===== src/rtl/wb_decoder.sv =====
// -----------------------------------------------------------------------------
// wb_decoder
//   Pipelined Wishbone address decoder: one master (J1 data bus) to N_SLAVES
//   slaves. Tracks the owner and count of in-flight requests so that acks and
//   read data are always taken from the slave that owns them, regardless of
//   what the master is currently presenting. Addresses that hit no slave are
//   answered by an internal default responder (ack one cycle after accept,
//   read data zero, writes dropped). A watchdog completes requests that a
//   slave never acknowledges (ack with all-ones data plus o_timeout pulse).
//
// Ports
//   i_clk, i_reset      clock, synchronous active-high reset
//   i_wbm_*             master request: adr, cyc, stb, we, dat (write data)
//   o_wbm_ack/stall/dat master response (dat = read data)
//   o_wbs_adr/we/dat    broadcast to every slave
//   o_wbs_cyc/stb[i]    per-slave cycle / strobe
//   i_wbs_ack/stall[i]  per-slave response flags
//   i_wbs_dat           per-slave read data, slave i at [i*DAT_W +: DAT_W]
//   o_timeout           one-cycle pulse when the watchdog fires
//
// SLV_BASE / SLV_MASK are listed slave 0 first, i.e. slave 0 occupies the
// most significant ADR_W bits of the packed parameter.
// -----------------------------------------------------------------------------
module wb_decoder #(
  parameter int                          N_SLAVES = 5,
  parameter int                          ADR_W    = 16,
  parameter int                          DAT_W    = 16,
  parameter logic [N_SLAVES*ADR_W-1:0]   SLV_BASE = {16'h0000, 16'h4000, 16'h5000, 16'h6000, 16'h7000},
  parameter logic [N_SLAVES*ADR_W-1:0]   SLV_MASK = {16'hC000, 16'hF000, 16'hF000, 16'hF000, 16'hF000},
  parameter int                          MAX_OUT  = 4,
  parameter int                          TIMEOUT  = 255
) (
  input  logic                        i_clk,
  input  logic                        i_reset,
  // master side
  input  logic [ADR_W-1:0]            i_wbm_adr,
  input  logic                        i_wbm_cyc,
  input  logic                        i_wbm_stb,
  input  logic                        i_wbm_we,
  input  logic [DAT_W-1:0]            i_wbm_dat,
  output logic                        o_wbm_ack,
  output logic                        o_wbm_stall,
  output logic [DAT_W-1:0]            o_wbm_dat,
  // slave side
  output logic [ADR_W-1:0]            o_wbs_adr,
  output logic                        o_wbs_we,
  output logic [DAT_W-1:0]            o_wbs_dat,
  output logic [N_SLAVES-1:0]         o_wbs_cyc,
  output logic [N_SLAVES-1:0]         o_wbs_stb,
  input  logic [N_SLAVES-1:0]         i_wbs_ack,
  input  logic [N_SLAVES-1:0]         i_wbs_stall,
  input  logic [N_SLAVES*DAT_W-1:0]   i_wbs_dat,
  // watchdog
  output logic                        o_timeout
);

  // Target / owner encoding: 0..N_SLAVES-1 real slaves, N_SLAVES default
  // responder, N_SLAVES+1 no owner.
  localparam int IW = $clog2(N_SLAVES + 2);
  localparam int CW = $clog2(MAX_OUT + 1);
  localparam int TW = $clog2(TIMEOUT);

  localparam logic [IW-1:0] DEF      = IW'(N_SLAVES);
  localparam logic [IW-1:0] NONE     = IW'(N_SLAVES + 1);
  localparam logic [CW-1:0] CNT_MAX  = CW'(MAX_OUT);
  localparam logic [TW-1:0] TMR_LAST = TW'(TIMEOUT - 1);

  logic [IW-1:0]    r_cur;
  logic [CW-1:0]    r_cnt;
  logic [TW-1:0]    r_tmr;
  logic             r_def_ack;

  logic [IW-1:0]    w_tgt;
  logic             w_tgt_stall;
  logic             w_ok;
  logic             w_busy;
  logic             w_accept;
  logic             w_cur_ack;
  logic [DAT_W-1:0] w_cur_dat;
  logic             w_fwd_ack;
  logic             w_fire;
  logic             w_ret;
  logic [CW-1:0]    w_cnt_nxt;

  // Address decode. Scanning from the highest index down lets the lowest
  // matching index overwrite the others, so it wins on overlap.
  always_comb begin
    w_tgt = DEF;
    for (int i = N_SLAVES - 1; i >= 0; i--) begin
      if ((i_wbm_adr & SLV_MASK[(N_SLAVES-1-i)*ADR_W +: ADR_W]) ==
          SLV_BASE[(N_SLAVES-1-i)*ADR_W +: ADR_W]) begin
        w_tgt = IW'(i);
      end
    end
  end

  // Stall of the decoded target; the default responder never stalls.
  always_comb begin
    w_tgt_stall = 1'b0;
    for (int i = 0; i < N_SLAVES; i++) begin
      if (w_tgt == IW'(i)) begin
        w_tgt_stall = i_wbs_stall[i];
      end
    end
  end

  // Return path is selected by the owner, never by the current decode.
  always_comb begin
    w_cur_ack = (r_cur == DEF) ? r_def_ack : 1'b0;
    w_cur_dat = '0;
    for (int i = 0; i < N_SLAVES; i++) begin
      if (r_cur == IW'(i)) begin
        w_cur_ack = i_wbs_ack[i];
        w_cur_dat = i_wbs_dat[i*DAT_W +: DAT_W];
      end
    end
  end

  assign w_busy   = (r_cnt != '0);
  // A new request may only join the current owner's stream, and never
  // beyond the outstanding limit.
  assign w_ok     = ((!w_busy) || (w_tgt == r_cur)) && (r_cnt < CNT_MAX);
  assign w_accept = i_wbm_cyc && i_wbm_stb && !o_wbm_stall;

  // Acks are only meaningful inside a live cycle with something in flight.
  assign w_fwd_ack = i_wbm_cyc && w_busy && w_cur_ack;
  // A real ack in the same cycle pre-empts the watchdog.
  assign w_fire    = i_wbm_cyc && w_busy && !w_cur_ack && (r_tmr == TMR_LAST);
  assign w_ret     = w_fwd_ack || w_fire;

  always_comb begin
    w_cnt_nxt = r_cnt;
    if (w_accept && !w_ret) begin
      w_cnt_nxt = r_cnt + CW'(1);
    end else if (!w_accept && w_ret) begin
      w_cnt_nxt = r_cnt - CW'(1);
    end
  end

  // Master response
  assign o_wbm_stall = !w_ok || w_tgt_stall;
  assign o_wbm_ack   = w_ret;
  assign o_wbm_dat   = w_fire ? {DAT_W{1'b1}} : w_cur_dat;
  assign o_timeout   = w_fire;

  // Slave fan-out
  assign o_wbs_adr = i_wbm_adr;
  assign o_wbs_we  = i_wbm_we;
  assign o_wbs_dat = i_wbm_dat;

  // cyc stays up on the owner while its requests are in flight, even when
  // the master has already moved its address on to another slave.
  always_comb begin
    o_wbs_cyc = '0;
    o_wbs_stb = '0;
    for (int i = 0; i < N_SLAVES; i++) begin
      o_wbs_cyc[i] = i_wbm_cyc && ((w_busy && (r_cur == IW'(i))) || (w_tgt == IW'(i)));
      o_wbs_stb[i] = i_wbm_cyc && i_wbm_stb && w_ok && (w_tgt == IW'(i));
    end
  end

  // Tracking state. Dropping cyc aborts everything in flight, exactly like
  // reset, so late acks from the old owner find cnt==0 and are discarded.
  always_ff @(posedge i_clk) begin
    if (i_reset || !i_wbm_cyc) begin
      r_cnt     <= '0;
      r_cur     <= NONE;
      r_tmr     <= '0;
      r_def_ack <= 1'b0;
    end else begin
      r_cnt     <= w_cnt_nxt;
      r_def_ack <= w_accept && (w_tgt == DEF);

      if (w_accept) begin
        r_cur <= w_tgt;
      end else if (w_cnt_nxt == '0) begin
        r_cur <= NONE;
      end

      if (!w_busy || w_fwd_ack || w_accept || w_fire) begin
        r_tmr <= '0;
      end else begin
        r_tmr <= r_tmr + TW'(1);
      end
    end
  end

endmodule


===== config.mk =====
export PLATFORM = sky130hd
export DESIGN_NAME = wb_decoder
export DESIGN_NICKNAME = d
export VERILOG_FILES = /design/src/rtl/wb_decoder.sv
export SDC_FILE = /design/constraint.sdc
export NUM_CORES = 1
export LEC_CHECK = 0
export CAP_MARGIN = 30
export CORE_ASPECT_RATIO = 1.2
export CORE_MARGIN = 4
export CORE_UTILIZATION = 29
export CTS_BUF_LIST = sky130_fd_sc_hd__clkbuf_4
export CTS_CLUSTER_DIAMETER = 200
export CTS_CLUSTER_SIZE = 30
export DETAILED_ROUTE_END_ITERATION = 6
export PLACE_DENSITY = 0.8
export SYNTH_ARGS = -nofsm -noshare
export SYNTH_HDL_FRONTEND = slang
export SYNTH_SLANG_ARGS = --single-unit

===== constraint.sdc =====
create_clock -name i_clk -period 1.6 [get_ports i_clk]
set_input_delay 0.16 -clock i_clk [delete_from_list [all_inputs] [get_ports i_clk]]
set_output_delay 0.16 -clock i_clk [all_outputs]
set_load 0.02 [all_outputs]

# [Word level (Yosys, flattened, before mapping)]
# Cells that the tools add are included.
[op_classes] bitwise_logic=0 shift=0 n_reduce_logical=52 order_cmp=1 mul=0 muxes=26 div_mod_pow=0 n_eq_ne=16 addsub=3
[ops] op="16-bit 2-to-1 mux" count=6
[ops] op="1-bit logical AND" count=26
[ops] op="3-bit 2-to-1 mux" count=8
[ops] op="4-bit by 3-bit equality test with 1-bit output, second input constant" count=4
[ops] op="16-bit zero test" count=1
[ops] op="3-bit by 2-bit equality test with 1-bit output, second input constant" count=4
[ops] op="3-bit equality test, second input constant" count=4
[ops] op="1-bit logical OR" count=12
[ops] op="1-bit 2-to-1 mux" count=12
[ops] op="3-bit zero test" count=3
[ops] op="8-bit by 1-bit adder with 8-bit output, second input constant" count=1
[ops] op="8-bit equality test, second input constant" count=1
[ops] op="1-bit zero test" count=7
[ops] op="3-bit by 1-bit equality test with 1-bit output, second input constant" count=2
[ops] op="3-bit by 1-bit adder with 3-bit output, second input constant" count=1
[ops] op="3-bit equality test" count=1
[ops] op="3-bit less-than comparator, second input constant" count=1
[ops] op="3-bit nonzero test" count=1
[ops] op="3-bit by 1-bit subtractor with 3-bit output, second input constant" count=1
[ops] op="2-bit nonzero test" count=1
[ops] op="2-bit OR reduction" count=1
[word_totals] latchBits=0 regBits=15 output_inout_bits=62 romBits=0 mem_bits_rw=0 memories=0 inputBits=127

# [Depth between registers and ports, before layout]
[logic_depth] ltp_word=22 ltp_mapped=9 mapped_depth_nobuf=8

# [Worst setup path after synthesis]
# Ideal clock, no wire load.
[synth_timing] path_type="reg2out" start="reg r_cur[2]" end="out o_wbm_dat[14]" path_slack_ps=-318 path_stages_with_launch=10 arrival_time_ps=1758 path_buffers=3 path_cell_list="dfxtp_1 buf_4 nand2b_1 buf_6 o32ai_2 or2_1 nor2_1 o2111ai_4 buf_4 o221ai_1"
[synth_between] elab_chain_len=11 elab_cells_between_ends=21 cone_classes="eq/ne (5); mux (12); reduce/logical (4)"
[synth_rtl] item="from (decl)" line="68" source="logic [IW-1:0] r_cur;"
[synth_rtl] item="from (signal assigned)" line="175" source="r_cur <= w_tgt;"
[synth_rtl] item="3-bit equality test" line="109" source="w_cur_ack = (r_cur == DEF) ? r_def_ack : 1'b0;"
[synth_rtl] item="1-bit 2-to-1 mux" line="109"
[synth_rtl] item="1-bit 2-to-1 mux (5 in series)" line="112" source="if (r_cur == IW'(i)) begin"
[synth_rtl] item="1-bit zero test" line="128" source="assign w_fire = i_wbm_cyc && w_busy && !w_cur_ack && (r_tmr == TMR_LAST);"
[synth_rtl] item="1-bit logical AND (2 in series)" line="128"
[synth_rtl] item="16-bit 2-to-1 mux *" line="143" source="assign o_wbm_dat = w_fire ? {DAT_W{1'b1}} : w_cur_dat;"
[synth_rtl] item="to (decl)" line="43" source="output logic [DAT_W-1:0] o_wbm_dat,"
# Mark *: on every way between the ends. The rest lies on a longest branch, timed or not.

# [Worst setup path in the final report]
[layout_timing] start="reg r_cur[0]" end="out o_wbm_dat[15]"
# The elaborated chain is that of the path after synthesis.

==> results.toml <==
[pwr]
total_power_uw = 1300
comb_power_share_pct = 52.9
power_leakage_uw = 0.00178
peakVddDrop_v = 0.000261
p_sw_share_pct = 30.0
p_int_uw = 913
p_per_area_nw_per_um2 = 304
switchingPower_uw = 391
clockPowerShare_pct = 18.0
p_seq_share_pct = 29.1

[synth]
synthCells = 257
synthFlopType = "dfxtp_1"
synth_seq_area_share_pct = 14.5
yosys_warnings = 0
yosysTopAreaCell = "dfxtp_1"
async_flop_share_pct = 0
synth_top_area_share_pct = 14.5
synth_area_um2 = 2070
syn_nets = 389
ys_ff_latch = 15
synthDistinctLibCells = 50
ys_top_cells_by_area = "dfxtp_1 14%, buf_4 13%, mux4_2 9.8%, mux2i_1 8.7%, nor2_1 5.1%"
synth_edf_count = 0
synth_area_per_cell_um2 = 8.06

[detailed_routing]
antenna_left = 0
dr.pass1.iters = 4
vias = 2656
viasPerCell = 5.16
avgRoutedWirePerCell_um = 17.6
drc = 0
routed_wl_um = 9080
drt_iter0_drc = 90

[place]
gp_congestion = 0.828
port_buffers = 130
dp_hpwl_um = 6940
dpl_cell_area_um2 = 3790
dp_cells = 492

[setup_path]
cp_top_family = "compound AO/OA/AOI/OAI gates"
r2r_start = "r_cur[0]$_SDFFE_PP0P_"
crit_fanout = 11
path_buf_inv = 4
cpPeakStageDelay_ns = 0.38
cp_slowest_cell = "dfxtp_4"
critPathKind = "reg2out"
critPathLaunchType = "register"
critPathCaptureType = "primary output"
crit_path_start = "r_cur[0]$_SDFFE_PP0P_"
cp_common_cell = "buf_4"
cp_cell_sequence = "buf_4, inv_2, o32ai_4, or2_4, nor2_4, o2111ai_4, buf_12, o221ai_1, buf_4"
worstPathArrival_ns = 2.00
crit_required_ns = 1.44

[clocking]
cts_made_buffers = 3
clock_sinks = 15
clk_latency_ns = 0.28
cts_buffer_depth = 2
cts_tree = "done"
ctsRootBufferMaster = "clkbuf_4"
h-tree-depth = 1
holdBufCountCts = 0
cts.reportedPaths.clkPinSlew_ns = 0.09

[layout]
layout_commonest_cell = "clkdlybuf4s50_1"
area_delta_synth_final_pct = 107
diodes = 0
fin_cells = 515
mostFrequentLayoutCells = "97 x clkdlybuf4s50_1, 70 x buf_4, 38 x buf_6"
nFillCells = 548
layout.nets = 561
drive_gt1_share_pct = 45.3
final_cell_area_um2 = 4280
register_area_um2 = 312
multi_input_area_um2 = 1770
postLayoutCoreUtil_pct = 62.1

[grt]
grt-ovfl-total = 0
grt_pass1_vias = 2718
grt_pass1_wl_um = 13300
grtUsageTotal_pct = 19.2
antenna_found_initial = 0
grt_max_degree = 15

[outcome]
outcome = "complete, but fails checks"
violations = "setup timing"

[sta]
skew_ns = 0.00264
max_freq_mhz = 462
finalCritPeriodShare_pct = 135
hold_violations = 0
tightest_slew_ns = 0.328
fin_ws_ns = -0.564
fin_crit_ns = 2.16
slew-limit-headroom_pct = 78.0
rsz0062_at_grt = "true"
slew_violations = 0
setup_violations = 41

[job]
maxCapViolations = 0

[die]
ios = 189
fp.dieH_um = 101
start_util_pct = 30.0
dieArea_um2 = 8570
die_x_um = 85.2
rows = 33
core_area_um2 = 6900

[worst_hold_path]
min_from = "i_wbm_dat[2]"
hp-class = "in2out"
==> synthesized netlist by cell type (6+ instances only) <==
cell type and count:
nand3_1 8, inv_1 12, mux2i_1 18, buf_4 35, dfxtp_1 15, nor2_1 28, mux4_2 9, a22oi_1 8
o221ai_1 8, nand2_1 15, nor3_1 8, a21oi_1 11, xor2_1 6
==> area by class of cell <==
class | instances | area share, %
clock buffers | 4 | 0.701
inverters | 13 | 1.14
multi-input cells | 183 | 41.3
flip-flops and latches | 15 | 7.27
well taps | 87 | 2.54
repair buffers | 213 | 47.1
==> power by group through the flow <==
stage | Clock [uW] | Combinational, uW | Sequential, uW
finish | 234 | 690 | 379
global route | 260 | 728 | 380
CTS | 241 | 663 | 379
detailed placement | 0 | 608 | 390
global placement | 0 | 595 | 389
floorplan | 0 | 338 | 390
==> state kept, by name (all words and copies together) (netlist names) <==
name	flops
r_tmr	8
r_cnt	3
r_def_ack	1
r_cur	3
==> logic make-up (layout without fill, tap and decap cells) <==
kind of cell             after synthesis  after routing  share of synthesized area [%]
multiplexers                          28             28                           19.0
AND/OR/NAND/NOR                       88             88                           20.5
flip-flops                            15             15                           14.5
AO/OA/AOI/OAI                         52             53                           20.5
buffers and inverters                 60            230                           18.6
adder cells (fa/ha/maj)                5              5                           3.02
XOR/XNOR                               9              9                           3.80
==> worst paths after layout <==
check                         to  slack (ns)  depth (start not counted)
max reg2reg  r_cnt[0]$_SDFF_PP0_       -0.51                         12
max                o_wbm_dat[15]       -0.56                          9
min reg2reg  r_tmr[1]$_SDFF_PP0_        0.54                          2
min                 o_wbs_dat[2]        0.32                          0
==> routing by layer <==
layer / vias up / GRT usage, % / part of all wire [%]
met5: - / 0 / 0
met4: 0 / 4.14 / 2.1
met3: 18 / 3.76 / 7.3
met2: 117 / 37.9 / 55
met1: 1265 / 20.6 / 35
li1: 1256 / - / -
==> repair_timing <==
action	CTS	global route
pin swaps	19	18
setup endpoints to repair	48	44
cloned	1	0
buffers inserted	16	4
resized for setup	234	35
==> stage by stage <==
stage / TNS [ns] / worst slack, ns / hold WS [ns]
4_1_cts: -17.34 / -0.629 / 0.320
2_1_floorplan: -4.06 / -0.196 / 0.402
3_3_place_gp: -34.10 / -0.913 / 0.320
3_5_place_dp: -36.38 / -0.994 / 0.320
6_report: -15.52 / -0.564 / 0.320
5_1_grt: -19.59 / -0.692 / 0.320
No activity file was read; power rests on OpenSTA's default activity.
